### src/rtl/gf_stream_pkg.sv
// Shared types and constants for the gigafitter word-stream blocks.
package gf_stream_pkg;

  localparam int GF_WORD_W = 48;
  localparam int GF_SEL_W  = 3;
  localparam logic [GF_SEL_W-1:0] GF_SEL_BCAST = 3'b111;

  typedef logic [GF_WORD_W-1:0] gf_word_t;
  typedef logic [GF_SEL_W-1:0]  gf_sel_t;

  function automatic logic gf_sel_is_lane(input gf_sel_t sel, input int n_out);
    return (int'(sel) < n_out);
  endfunction

endpackage

### src/rtl/gf_stream_slot.sv
// One-entry registered slot with valid/ready output; free means a load
// this cycle cannot overwrite an unconsumed word.
module gf_stream_slot
  import gf_stream_pkg::*;
#(
  parameter int DATA_W = GF_WORD_W
) (
  input  logic              clock,
  input  logic              reset,
  input  logic              load,
  input  logic [DATA_W-1:0] load_data,
  input  logic              out_ready,
  output logic [DATA_W-1:0] out_data,
  output logic              out_valid,
  output logic              free
);

  logic              valid_q, valid_d;
  logic [DATA_W-1:0] data_q, data_d;

  assign free      = ~valid_q | out_ready;
  assign out_data  = data_q;
  assign out_valid = valid_q;

  // A load wins over a drain so the lane sustains one word per cycle.
  always_comb begin
    valid_d = valid_q;
    data_d  = data_q;
    if (load) begin
      valid_d = 1'b1;
      data_d  = load_data;
    end else if (out_ready) begin
      valid_d = 1'b0;
    end else begin
      valid_d = valid_q;
    end
  end

  always_ff @(posedge clock) begin
    if (reset) begin
      valid_q <= 1'b0;
      data_q  <= '0;
    end else begin
      valid_q <= valid_d;
      data_q  <= data_d;
    end
  end

endmodule

### src/rtl/demux48_6out_stream.sv
// 1-to-N_OUT word distributor with per-lane register slots and a drop counter.
// Define GF_DEMUX_BROADCAST_EN to make select 7 load every lane at once.
module demux48_6out_stream
  import gf_stream_pkg::*;
#(
  parameter int DATA_W = GF_WORD_W,
  parameter int N_OUT  = 6,
  parameter int CNT_W  = 16
) (
  input  logic                      clock,
  input  logic                      reset,
  input  logic [DATA_W-1:0]         in_data,
  input  logic [GF_SEL_W-1:0]       in_sel,
  input  logic                      in_valid,
  output logic                      in_ready,
  output logic [N_OUT*DATA_W-1:0]   out_data,
  output logic [N_OUT-1:0]          out_valid,
  input  logic [N_OUT-1:0]          out_ready,
  output logic [CNT_W-1:0]          drop_count
);

  logic [N_OUT-1:0] lane_free;
  logic [N_OUT-1:0] lane_hit;
  logic [N_OUT-1:0] lane_load;
  logic             sel_legal;
  logic             sel_bcast;
  logic             accept;
  logic             drop;
  logic [CNT_W-1:0] drop_count_q, drop_count_d;

  assign sel_legal = gf_sel_is_lane(in_sel, N_OUT);

`ifdef GF_DEMUX_BROADCAST_EN
  assign sel_bcast = (in_sel == GF_SEL_BCAST);
`else
  assign sel_bcast = 1'b0;
`endif

  // Illegal selects are always ready so a bad word cannot stall the source.
  always_comb begin
    lane_hit  = '0;
    lane_load = '0;
    for (int i = 0; i < N_OUT; i++) begin
      lane_hit[i] = (in_sel == GF_SEL_W'(i));
    end
    if (sel_legal) begin
      in_ready = |(lane_hit & lane_free);
    end else if (sel_bcast) begin
      in_ready = &lane_free;
    end else begin
      in_ready = 1'b1;
    end
    accept = in_valid & in_ready;
    for (int i = 0; i < N_OUT; i++) begin
      lane_load[i] = accept & ((sel_legal & lane_hit[i]) | sel_bcast);
    end
    drop = accept & ~sel_legal & ~sel_bcast;
  end

  for (genvar g = 0; g < N_OUT; g++) begin : g_lane
    gf_stream_slot #(.DATA_W(DATA_W)) u_slot (
      .clock     (clock),
      .reset     (reset),
      .load      (lane_load[g]),
      .load_data (in_data),
      .out_ready (out_ready[g]),
      .out_data  (out_data[g*DATA_W +: DATA_W]),
      .out_valid (out_valid[g]),
      .free      (lane_free[g])
    );
  end

  // Saturating drop counter.
  always_comb begin
    drop_count_d = drop_count_q;
    if (drop && (drop_count_q != {CNT_W{1'b1}})) begin
      drop_count_d = drop_count_q + {{(CNT_W-1){1'b0}}, 1'b1};
    end else begin
      drop_count_d = drop_count_q;
    end
  end

  always_ff @(posedge clock) begin
    if (reset) begin
      drop_count_q <= '0;
    end else begin
      drop_count_q <= drop_count_d;
    end
  end

  assign drop_count = drop_count_q;

endmodule

### config.mk
export PLATFORM = sky130hd
export DESIGN_NAME = demux48_6out_stream
export DESIGN_NICKNAME = d
export VERILOG_FILES = /design/src/rtl/gf_stream_pkg.sv /design/src/rtl/gf_stream_slot.sv /design/src/rtl/demux48_6out_stream.sv
export SDC_FILE = /design/constraint.sdc
export NUM_CORES = 1
export LEC_CHECK = 0
export ABC_AREA = 1
export BUFFER_PORTS_ARGS = -buffer_cell sky130_fd_sc_hd__buf_2
export CAP_MARGIN = 0
export CORE_MARGIN = 5
export CORE_UTILIZATION = 44
export CTS_CLUSTER_SIZE = 24
export DETAILED_ROUTE_END_ITERATION = 12
export HOLD_SLACK_MARGIN = 0.05
export PLACE_DENSITY_LB_ADDON = 0.25
export SLEW_MARGIN = 20
export SYNTH_ARGS = -nofsm -noshare
export SYNTH_HDL_FRONTEND = slang
export SYNTH_SLANG_ARGS = --single-unit
### constraint.sdc
create_clock -name clock -period 4.4 [get_ports clock]
set_clock_uncertainty 0.2 [all_clocks]
set_input_delay 1.1 -clock clock [delete_from_list [all_inputs] [get_ports clock]]
set_output_delay 1.1 -clock clock [all_outputs]
set_load 0.1 [all_outputs]
# --- Word-level counts from Yosys, hierarchy flattened ---
# Cells that the tools add are included.
op_classes:
  bitwise_logic: 28
  n_div: 0
  n_eq_ne: 6
  n_mux: 13
  multipliers: 0
  reduce_logical: 9
  magnitude_cmp: 1
  n_addsub: 1
  shift: 0
ops:
  columns: ["op", "count"]
  rows:
  - ["$add A16 B1 Y16 const B", 1]
  - ["$ne A16 B16 Y1 const B", 1]
  - ["$and A1 B1 Y1", 14]
  - ["$mux W1", 13]
  - ["$reduce_bool A2 Y1", 6]
  - ["$not A1 Y1", 7]
  - ["$and A6 B6 Y6", 1]
  - ["$eq A3 B2 Y1 const B", 2]
  - ["$eq A3 B3 Y1 const B", 2]
  - ["$or A1 B1 Y1", 6]
  - ["$reduce_or A6 Y1", 1]
  - ["$eq A3 B1 Y1 const B", 1]
  - ["$logic_not A3 Y1", 1]
  - ["$lt A3 B3 Y1 const B", 1]
  - ["$logic_and A1 B1 Y1", 1]
word_totals:
  latchBits: 0
  mem_count: 0
  reg_bits: 310
  mem_bits_ro: 0
  mem_bits_rw: 0

# --- Depth between registers and ports, before layout ---
# Gate-level depths: netlist of the first run.
logic_depth:
  depth_word: 8
  mapped_depth: 13

# --- Modules after synthesis ---
# Synthesis of the first run repeated with hierarchy kept, for this count alone.
hier_totals:
  cells_unflattened: 1460
  hier_area_um2: 11340.9
modules_own_cells:
  columns: ["module", "cells_per_inst", "area_each_um2", "instances"]
  rows:
  - ["gf_stream_slot", 213, 1697.9, 6]
  - ["demux48_6out_stream", 182, 1153.6, 1]

# --- Worst setup path after synthesis of the first run ---
# OpenSTA, ideal clock, no wires.
synth_timing:
  path_type: "input -> output"
  from: "input port in_sel[2]"
  to: "output port in_ready"
  slack_ns: 0.725
  t_required_ns: 3.100
  path_buffers: 3
  cell_stages: 8
  t_arrival_ns: 2.375
  cell_sequence: "buf_4 inv_1 nand3_1 nor2_1 nor2_2 nand2_4 buf_4 buf_2"
synth_between:
  elab_chain_cells: 4
synth_lines:
  columns: ["item", "line_no", "text"]
  rows:
  - ["from (decl)", "demux48_6out_stream.sv:13", "input logic [GF_SEL_W-1:0] in_sel,"]
  - ["$eq A3 B1 Y1 (tied with other cells)", "demux48_6out_stream.sv:44", "lane_hit[i] = (in_sel == GF_SEL_W'(i));"]
  - ["$and A6 B6 Y6", "demux48_6out_stream.sv:47", "in_ready = |(lane_hit & lane_free);"]
  - ["$reduce_or A6 Y1", "demux48_6out_stream.sv:47", null]
  - ["$mux W1 *", "demux48_6out_stream.sv:46", "if (sel_legal) begin"]
  - ["to (decl)", "demux48_6out_stream.sv:15", "output logic in_ready,"]
# Mark *: on every way between the ends. The rest lies on a longest branch, timed or not.

# --- Worst setup path after layout of the first run ---
# Ends and elaborated chain as after synthesis.

==> out/results.ini, run 1 <==
[run_status]
status=finished clean

[placed_design]
globalplace.congestion=0.860
io_buffers=370
dpl.hpwl_mm=31.2

[finish]
area_delta_synth_final_pct=20.0
antenna_cells=0
multi_input_area_sq_um=5800
drive_gt1_share_pct=17.0
regArea_sq_um=6210
nets=2753
nFillCells=3485

[logic_synthesis]
syn_nets=2488
ys_seq_area_share_pct=40.8
yosys_warnings=0
synth_area_sq_um=15200
postSynthCellCount=2427
avgSynthCellArea_sq_um=6.27
synth-seq-cells=310
ys_types=24

[timing]
whs_ns=0.289
finalCriticalPeriod_ns=3.58
grt_setup_unrepaired=no
timing.fmax_mhz=280
hold_violations=0
max-slew-margin-rel_pct=34.9
final.period_utilization_pct=81.3
finalSetupViolCount=0
worst_pin_slew_ns=0.977
tns_ns=0
report.final.slew_viol_count=0

[grt]
antenna_found_initial=0
grt-ovfl-total=0
first_global_vias=14256
grt_pass1_wl_mm=77.7
grt_max_degree=187
grt.total_usage_pct=24.6

[clock_tree]
cts_tree=yes
clkLatencyLatePin_ns=0.50
cts_root_buf=clkbuf_16
cts_sinks=310
htree_levels=2
clockBufferDepth=3
cts.clk_slew.worst_paths_ns=0.05
cts_buffers=36
post_cts_resized=0
hold_buffers=0
postCtsSetupBuffers=0

[detailed_routing]
drt-total-wl_mm=49.6
drt_pass1_iterations=5
viasPerCell=4.74
post_drt_wl_per_cell_um=15.6
num_vias=15018
ant_nets=0
drtIter0Drc=1037
drc=0

[floorplan]
initial_core_util_pct=44.3
io_pins=371
die_w_um=196
dieHeight_um=196
num_rows=68
die_area_sq_um=38400
core_sq_um=34400

[worst_hold_path]
hold_path.class=reg -> reg
hold_path_depth=2

[setup_path]
cp.required_ns=3.10
start_kind=primary input
cp_max_fo=22
arrival_ns=2.28
worstSetupPathType=in -> out
rr_worst_depth=11
cp-end-kind=primary output

[power]
leakage_nw=10.0
power_density_nw_per_um2=395
vdd_ir_drop_max_uv=275

[flow_run]
drv_cap=0

stage by stage:
step                      instances  util [%]  setup WS [ns]  area [sq um]  total power [mW]
final                          3169      53.1          0.825         18300              7.22
after global routing           3169      53.1          0.752         18300              7.50
after floorplan                2427         -          0.725         15200              4.16
after detailed placement       3109      49.9          0.810         17200              4.42
after CTS                      3169      53.1          0.839         18300              7.28
after global placement         3109      49.9          0.821         17200              4.40
cells in the mapped netlist:
master / instances / area share, %
clkbuf_1: 59 / 1.5
nor3_2: 2 / 0.13
nor3_1: 1 / 0.033
nor2_1: 323 / 8.0
o21ai_0: 9 / 0.30
ha_1: 1 / 0.082
nand3_1: 11 / 0.36
buf_1: 51 / 1.3
xor2_1: 3 / 0.17
nand3_2: 6 / 0.39
nand4_1: 290 / 12
buf_4: 30 / 1.5
nand3b_1: 1 / 0.049
a21oi_1: 12 / 0.39
inv_1: 647 / 16
buf_6: 3 / 0.22
nor2_2: 3 / 0.12
nand2_1: 630 / 16
buf_2: 25 / 0.82
o211ai_1: 1 / 0.049
nand2_4: 1 / 0.074
inv_2: 2 / 0.049
dfxtp_1: 310 / 41
xnor2_1: 6 / 0.35
critical path, stage by stage:
cell and delay [ns]:
buf_2 0.21, inv_1 0.14, nand3_1 0.14, nor2_1 0.06
nor2_2 0.23, nand2_8 0.17, buf_12 0.21
routing by layer:
metal	routed length [um]	vias to the layer above	GRT usage (%)
met5	0	-	0
met4	1480	0	8.15
met3	4060	92	5.48
met2	23300	508	41.6
met1	20700	6724	31.2
li1	-	7694	-
power breakdown:
part | switching (mW) | internal, mW | total, mW
clock network | 1.18 | 1.69 | 2.86
registers | 0.0555 | 2.90 | 2.95
logic | 1.17 | 0.241 | 1.41
sequential cells by signal, indices dropped and copies added, names as in the netlist:
signal	count
g_lane.u_slot.out_valid	6
g_lane.u_slot.out_data	288
drop_count	16
logic make-up after synthesis:
group | after synthesis | synth area share (%)
AO/OA/AOI/OAI | 22 | 0.740
XOR/XNOR | 9 | 0.518
adder cells (fa/ha/maj) | 1 | 0.0822
buffers and inverters | 817 | 21.3
flip-flops | 310 | 40.8
AND/OR/NAND/NOR | 1268 | 36.6
worst paths after layout:
| kind | endpoint | slack (ns) | start |
|---|---|---|---|
| setup reg to reg | g_lane[3].u_slot.out_data[27] | 1.70 | g_lane[2].u_slot.out_valid |
| hold reg to reg | drop_count[4] | 0.29 | drop_count[4] |
| hold / removal | drop_count[4] | 0.29 | drop_count[4] |
| setup / recovery | in_ready | 0.82 | in_sel[2] |
cell type report:
| class | instances | share of cell area (%) |
|---|---|---|
| tap | 455 | 3.12 |
| sequential | 310 | 34.0 |
| clock buffer | 56 | 5.95 |
| clock inverter | 4 | 0.110 |
| timing repair buffer | 395 | 11.7 |
| multi-input combinational | 1300 | 31.8 |
| inverter | 649 | 13.4 |
cells in the final DEF (no fill, tap or decap), drive strengths merged:
cell type	n
xor2	3
o211ai	1
nand3	17
nor2	326
buf	395
nand3b	1
dfxtp	310
clkinv	4
clkbuf	56
xnor2	6
nand2	631
o21ai	9
ha	1
a21oi	12
inv	649
nand4	290
nor3	3
(Power assumes the default switching activity.)
==> inputs of run 2 (changes only) <==
Clock period 4.4 ns to 3 ns, I/O delays scaled along.
==> out/results.ini, run 2 (synthesis results as in run 1) <==
[run_status]
status=finished clean

[floorplan]
initial_core_util_pct=44.3  ; unchanged
die_area_sq_um=38400  ; unchanged
num_rows=68  ; unchanged
io_pins=371  ; unchanged
die_w_um=196  ; unchanged
dieHeight_um=196  ; unchanged
core_sq_um=34400  ; unchanged

[timing]
max-slew-margin-rel_pct=45.7  ; +11 points
worst_pin_slew_ns=0.814  ; -0.163 ns
hold_violations=0  ; unchanged
tns_ns=0  ; unchanged
grt_setup_unrepaired=no
whs_ns=0.300  ; +0.0112 ns
finalSetupViolCount=0  ; unchanged
timing.fmax_mhz=349
worst_slack_ns=0.138  ; -0.686 ns
final.period_utilization_pct=95.4
report.final.slew_viol_count=0  ; unchanged
finalCriticalPeriod_ns=2.86

[clock_tree]
post_cts_resized=0  ; unchanged
clockBufferDepth=3  ; unchanged
clkLatencyLatePin_ns=0.50  ; about the same
cts_buffers=36  ; unchanged
hold_buffers=0  ; unchanged
htree_levels=2  ; unchanged
cts.clk_slew.worst_paths_ns=0.05  ; about the same
cts_tree=yes
cts_sinks=310  ; unchanged
cts_root_buf=clkbuf_16
postCtsSetupBuffers=0  ; unchanged

[power]
leakage_nw=10.1  ; +1.2%
vdd_ir_drop_max_uv=361  ; +31%
finalPower_mw=10.7  ; +49%
power_density_nw_per_um2=580  ; +47%
p_switching_mw=3.51  ; +47%
power_frac_comb_pct=19.5  ; about the same
p_int_mw=7.22  ; +50%
p_clk_share_pct=40.2  ; +0.6 points
sequentialPowerShare_pct=40.3  ; -0.6 points
swShare_pct=32.7  ; -0.46 points

[grt]
grt-ovfl-total=0  ; unchanged
antenna_found_initial=1  ; +1
grt.total_usage_pct=24.4  ; -0.19 points
first_global_vias=14042  ; -1.5%
grt_pass1_wl_mm=77.2  ; -0.54%
grt_max_degree=157  ; -16%

[finish]
final_cell_mix=inv_1 (645), nand2_1 (630), buf_2 (368)
final_area_sq_um=18500  ; +1.3%
mostFrequentLayoutCell=inv_1
antenna_cells=0  ; unchanged
fin_cells=3180  ; +0.35%
nets=2760  ; +0.25%
utilization_pct=53.8  ; +0.67 points
drive_gt1_share_pct=17.4  ; +0.37 points
area_delta_synth_final_pct=21.5
multi_input_area_sq_um=5800  ; unchanged
largest_register_ffs=288  ; unchanged
regArea_sq_um=6210  ; unchanged
nFillCells=3436  ; -1.4%

[flow_run]
drv_cap=0  ; unchanged

[placed_design]
dp_slack_ns=0.146  ; -0.665 ns
dpl.hpwl_mm=31.7  ; +1.6%
place_area_sq_um=17300  ; +1.0%
dp.cells=3116  ; +0.23%
globalplace.congestion=0.866  ; +0.71%
io_buffers=370  ; unchanged

[detailed_routing]
post_drt_wl_per_cell_um=15.5  ; -0.82%
drt-total-wl_mm=49.4  ; -0.47%
drtIter0Drc=1175  ; +13%
drt_pass1_iterations=8  ; +3
ant_nets=0  ; unchanged
drc=0  ; unchanged
viasPerCell=4.75  ; +0.15%
num_vias=15092  ; +0.49%

[setup_path]
start_kind=primary input
cp-end-kind=primary output
arrival_ns=1.91  ; -0.37 ns
cp_max_fo=10  ; -55%
cp.required_ns=2.05  ; -1.05 ns
worstSetupPathType=in -> out
rr_worst_depth=10  ; -1

[worst_hold_path]
hold_path.class=reg -> reg
hold_path_depth=2  ; unchanged

==> run 2: worst max-delay path, stage by stage <==
cell,delay (ns)
buf_2,0.21
inv_1,0.14
nand3_1,0.15
nor2_1,0.08
nor2_2,0.23
nand2_8,0.14
buf_12,0.20
==> run 2: per-layer routing <==
layer / routed length, um / up-vias / GRT usage (%) / part of all wire [%]
li1: - / 7708 / - / -
met1: 20400 / 6767 / 31.1 / 41
met2: 23300 / 539 / 41.4 / 47
met3: 4550 / 76 / 6.30 / 9.2
met4: 1110 / 2 / 6.18 / 2.2
met5: 13 / - / 0 / 0.026
==> run 2: power groups by stage <==
stage	clock [mW]	sequential, mW	combinational (mW)
finish	4.31	4.33	2.09
global route	4.57	4.34	2.23
CTS	4.40	4.33	2.09
detailed placement	0	4.42	2.09
global placement	0	4.41	2.07
floorplan	0	5.31	0.787
==> run 2: final timing paths <==
| check | slack [ns] | startpoint | to |
|---|---|---|---|
| max | 0.14 | in_sel[2] | in_ready |
| min | 0.30 | drop_count[4] | drop_count[4] |
| max reg2reg | 0.88 | g_lane[4].u_slot.out_valid | g_lane[1].u_slot.out_data[38] |
| min reg2reg | 0.30 | drop_count[4] | drop_count[4] |
==> run 2: area by class of cell <==
class	instances	area share, %
sequential	310	33.6
multi-input combinational	1300	31.4
inverter	649	13.2
timing repair buffer	402	12.5
clock buffer	56	5.93
tap	455	3.08
clock inverter	8	0.352
==> inputs of run 3 (changes only) <==
Settings changed: CORE_MARGIN 5 to default.
==> out/results.ini, run 3 (synthesis results as in run 1) <==
[grt]
grt-ovfl-total=0  ; unchanged
grt_max_degree=138  ; -12%
grt.total_usage_pct=26.5  ; +2.1 points
grt_pass1_wl_mm=75.4  ; -2.3%
first_global_vias=14160  ; +0.84%
antenna_found_initial=1  ; unchanged

[clock_tree]
hold_buffers=0  ; unchanged
cts_sinks=310  ; unchanged
cts_root_buf=clkbuf_16
cts.clk_slew.worst_paths_ns=0.06  ; about the same
cts_tree=yes
htree_levels=2  ; unchanged
clockBufferDepth=3  ; unchanged
clkLatencyLatePin_ns=0.50  ; about the same
cts_buffers=36  ; unchanged
post_cts_resized=0  ; unchanged
postCtsSetupBuffers=0  ; unchanged

[timing]
max-slew-margin-rel_pct=50.7  ; +5.0 points
grt_setup_unrepaired=no
final.period_utilization_pct=93.3  ; -2.1 points
tns_ns=0  ; unchanged
worst_pin_slew_ns=0.739  ; -0.0746 ns
hold_violations=0  ; unchanged
finalCriticalPeriod_ns=2.80  ; -0.0628 ns
report.final.slew_viol_count=0  ; unchanged
timing.fmax_mhz=357  ; +2.2%
finalSetupViolCount=0  ; unchanged

[power]
vdd_ir_drop_max_uv=485  ; +34%
leakage_nw=10.2  ; +0.54%
power_density_nw_per_um2=581  ; about the same

[floorplan]
num_rows=67  ; -1.5%
dieHeight_um=188  ; -4.1%
die_w_um=188  ; -4.1%
initial_core_util_pct=45.0  ; +0.77 points
io_pins=371  ; unchanged
core_sq_um=33800  ; -1.7%
die_area_sq_um=35300  ; -8.0%

[detailed_routing]
drt-total-wl_mm=47.8  ; -3.2%
ant_nets=0  ; unchanged
drtIter0Drc=1085  ; -7.7%
drc=0  ; unchanged
num_vias=15139  ; +0.31%
post_drt_wl_per_cell_um=15.0  ; -3.3%
drt_pass1_iterations=5  ; -3
viasPerCell=4.76  ; +0.25%

[setup_path]
worstSetupPathType=reg -> out
cp-end-kind=primary output
arrival_ns=1.85  ; -0.06 ns
start_kind=flip-flop
cp_max_fo=10  ; unchanged
cp.required_ns=2.05  ; about the same

[finish]
final_cell_mix=inv_1 (645), nand2_1 (630), buf_2 (368)
drive_gt1_share_pct=17.7  ; +0.28 points
utilization_pct=55.0  ; +1.2 points
nets=2768  ; +0.29%
area_delta_synth_final_pct=22.2
largest_register_ffs=288  ; unchanged
mostFrequentLayoutCell=inv_1

[placed_design]
io_buffers=370  ; unchanged
globalplace.congestion=0.852  ; -1.6%
dpl.hpwl_mm=30.6  ; -3.3%

[worst_hold_path]
hold_path.class=reg -> reg

[flow_run]
drv_cap=0  ; unchanged

[run_status]
status=finished clean

-- run 3: cell count changes in the layout (fill, tap and decap cells not counted), sizes merged --
cell / previous run / this run
diode: 0 / 2
inv: 649 / 650
buf: 402 / 410
clkbuf: 56 / 51
clkinv: 7 / 9
bufinv: 1 / 2
-- run 3: metal layers --
metal	wire length (um)	up-vias	track usage [%]
li1	-	7726	-
met1	20100	6786	33.0
met2	22300	536	44.5
met3	3880	91	6.25
met4	1450	0	9.07
met5	0	-	0
-- run 3: critical path, stage by stage, from the launching register on --
cell and delay, ns:
dfxtp_1 0.34, inv_1 0.04, nor2_1 0.28, nor2_1 0.11
nor2_2 0.22, nand2_8 0.13, buf_12 0.20
-- run 3: area by class of cell --
| cell class | count | area, sq um |
|---|---|---|
| fill | 3260 | 15200 |
| sequential | 310 | 6210 |
| multi-input combinational | 1300 | 5800 |
| inverter | 649 | 2440 |
| timing repair buffer | 410 | 2400 |
| clock buffer | 51 | 1050 |
| tap | 448 | 561 |
| clock inverter | 12 | 121 |
| antenna | 2 | 5.00 |
-- run 3: final timing paths --
path                              startpoint                             to  slack, ns  depth (start not counted)
setup reg to reg  g_lane[2].u_slot.out_valid  g_lane[5].u_slot.out_data[33]       0.84                         11
hold reg to reg                drop_count[4]                  drop_count[4]       0.29                          2
setup / recovery  g_lane[2].u_slot.out_valid                       in_ready       0.20                          6
hold / removal                 drop_count[4]                  drop_count[4]       0.29                          2
-- run 3: where the power goes --
part           switching, mW  internal (mW)
clock                   1.76           2.61
combinational           1.72          0.391
sequential            0.0768           4.25
-- run 3: through the flow --
step                worst slack [ns]  instances  power, mW  hold WS, ns  area [sq um]
finish                         0.201       3182       10.8        0.287         18600
global route                   0.119       3181       11.2        0.333         18600
CTS                            0.174       3180       10.9        0.291         18600
detailed placement             0.240       3117       6.51        0.281         17400
global placement               0.247       3117       6.49        0.272         17400
floorplan                     0.0249       2427       6.10        0.259         15200
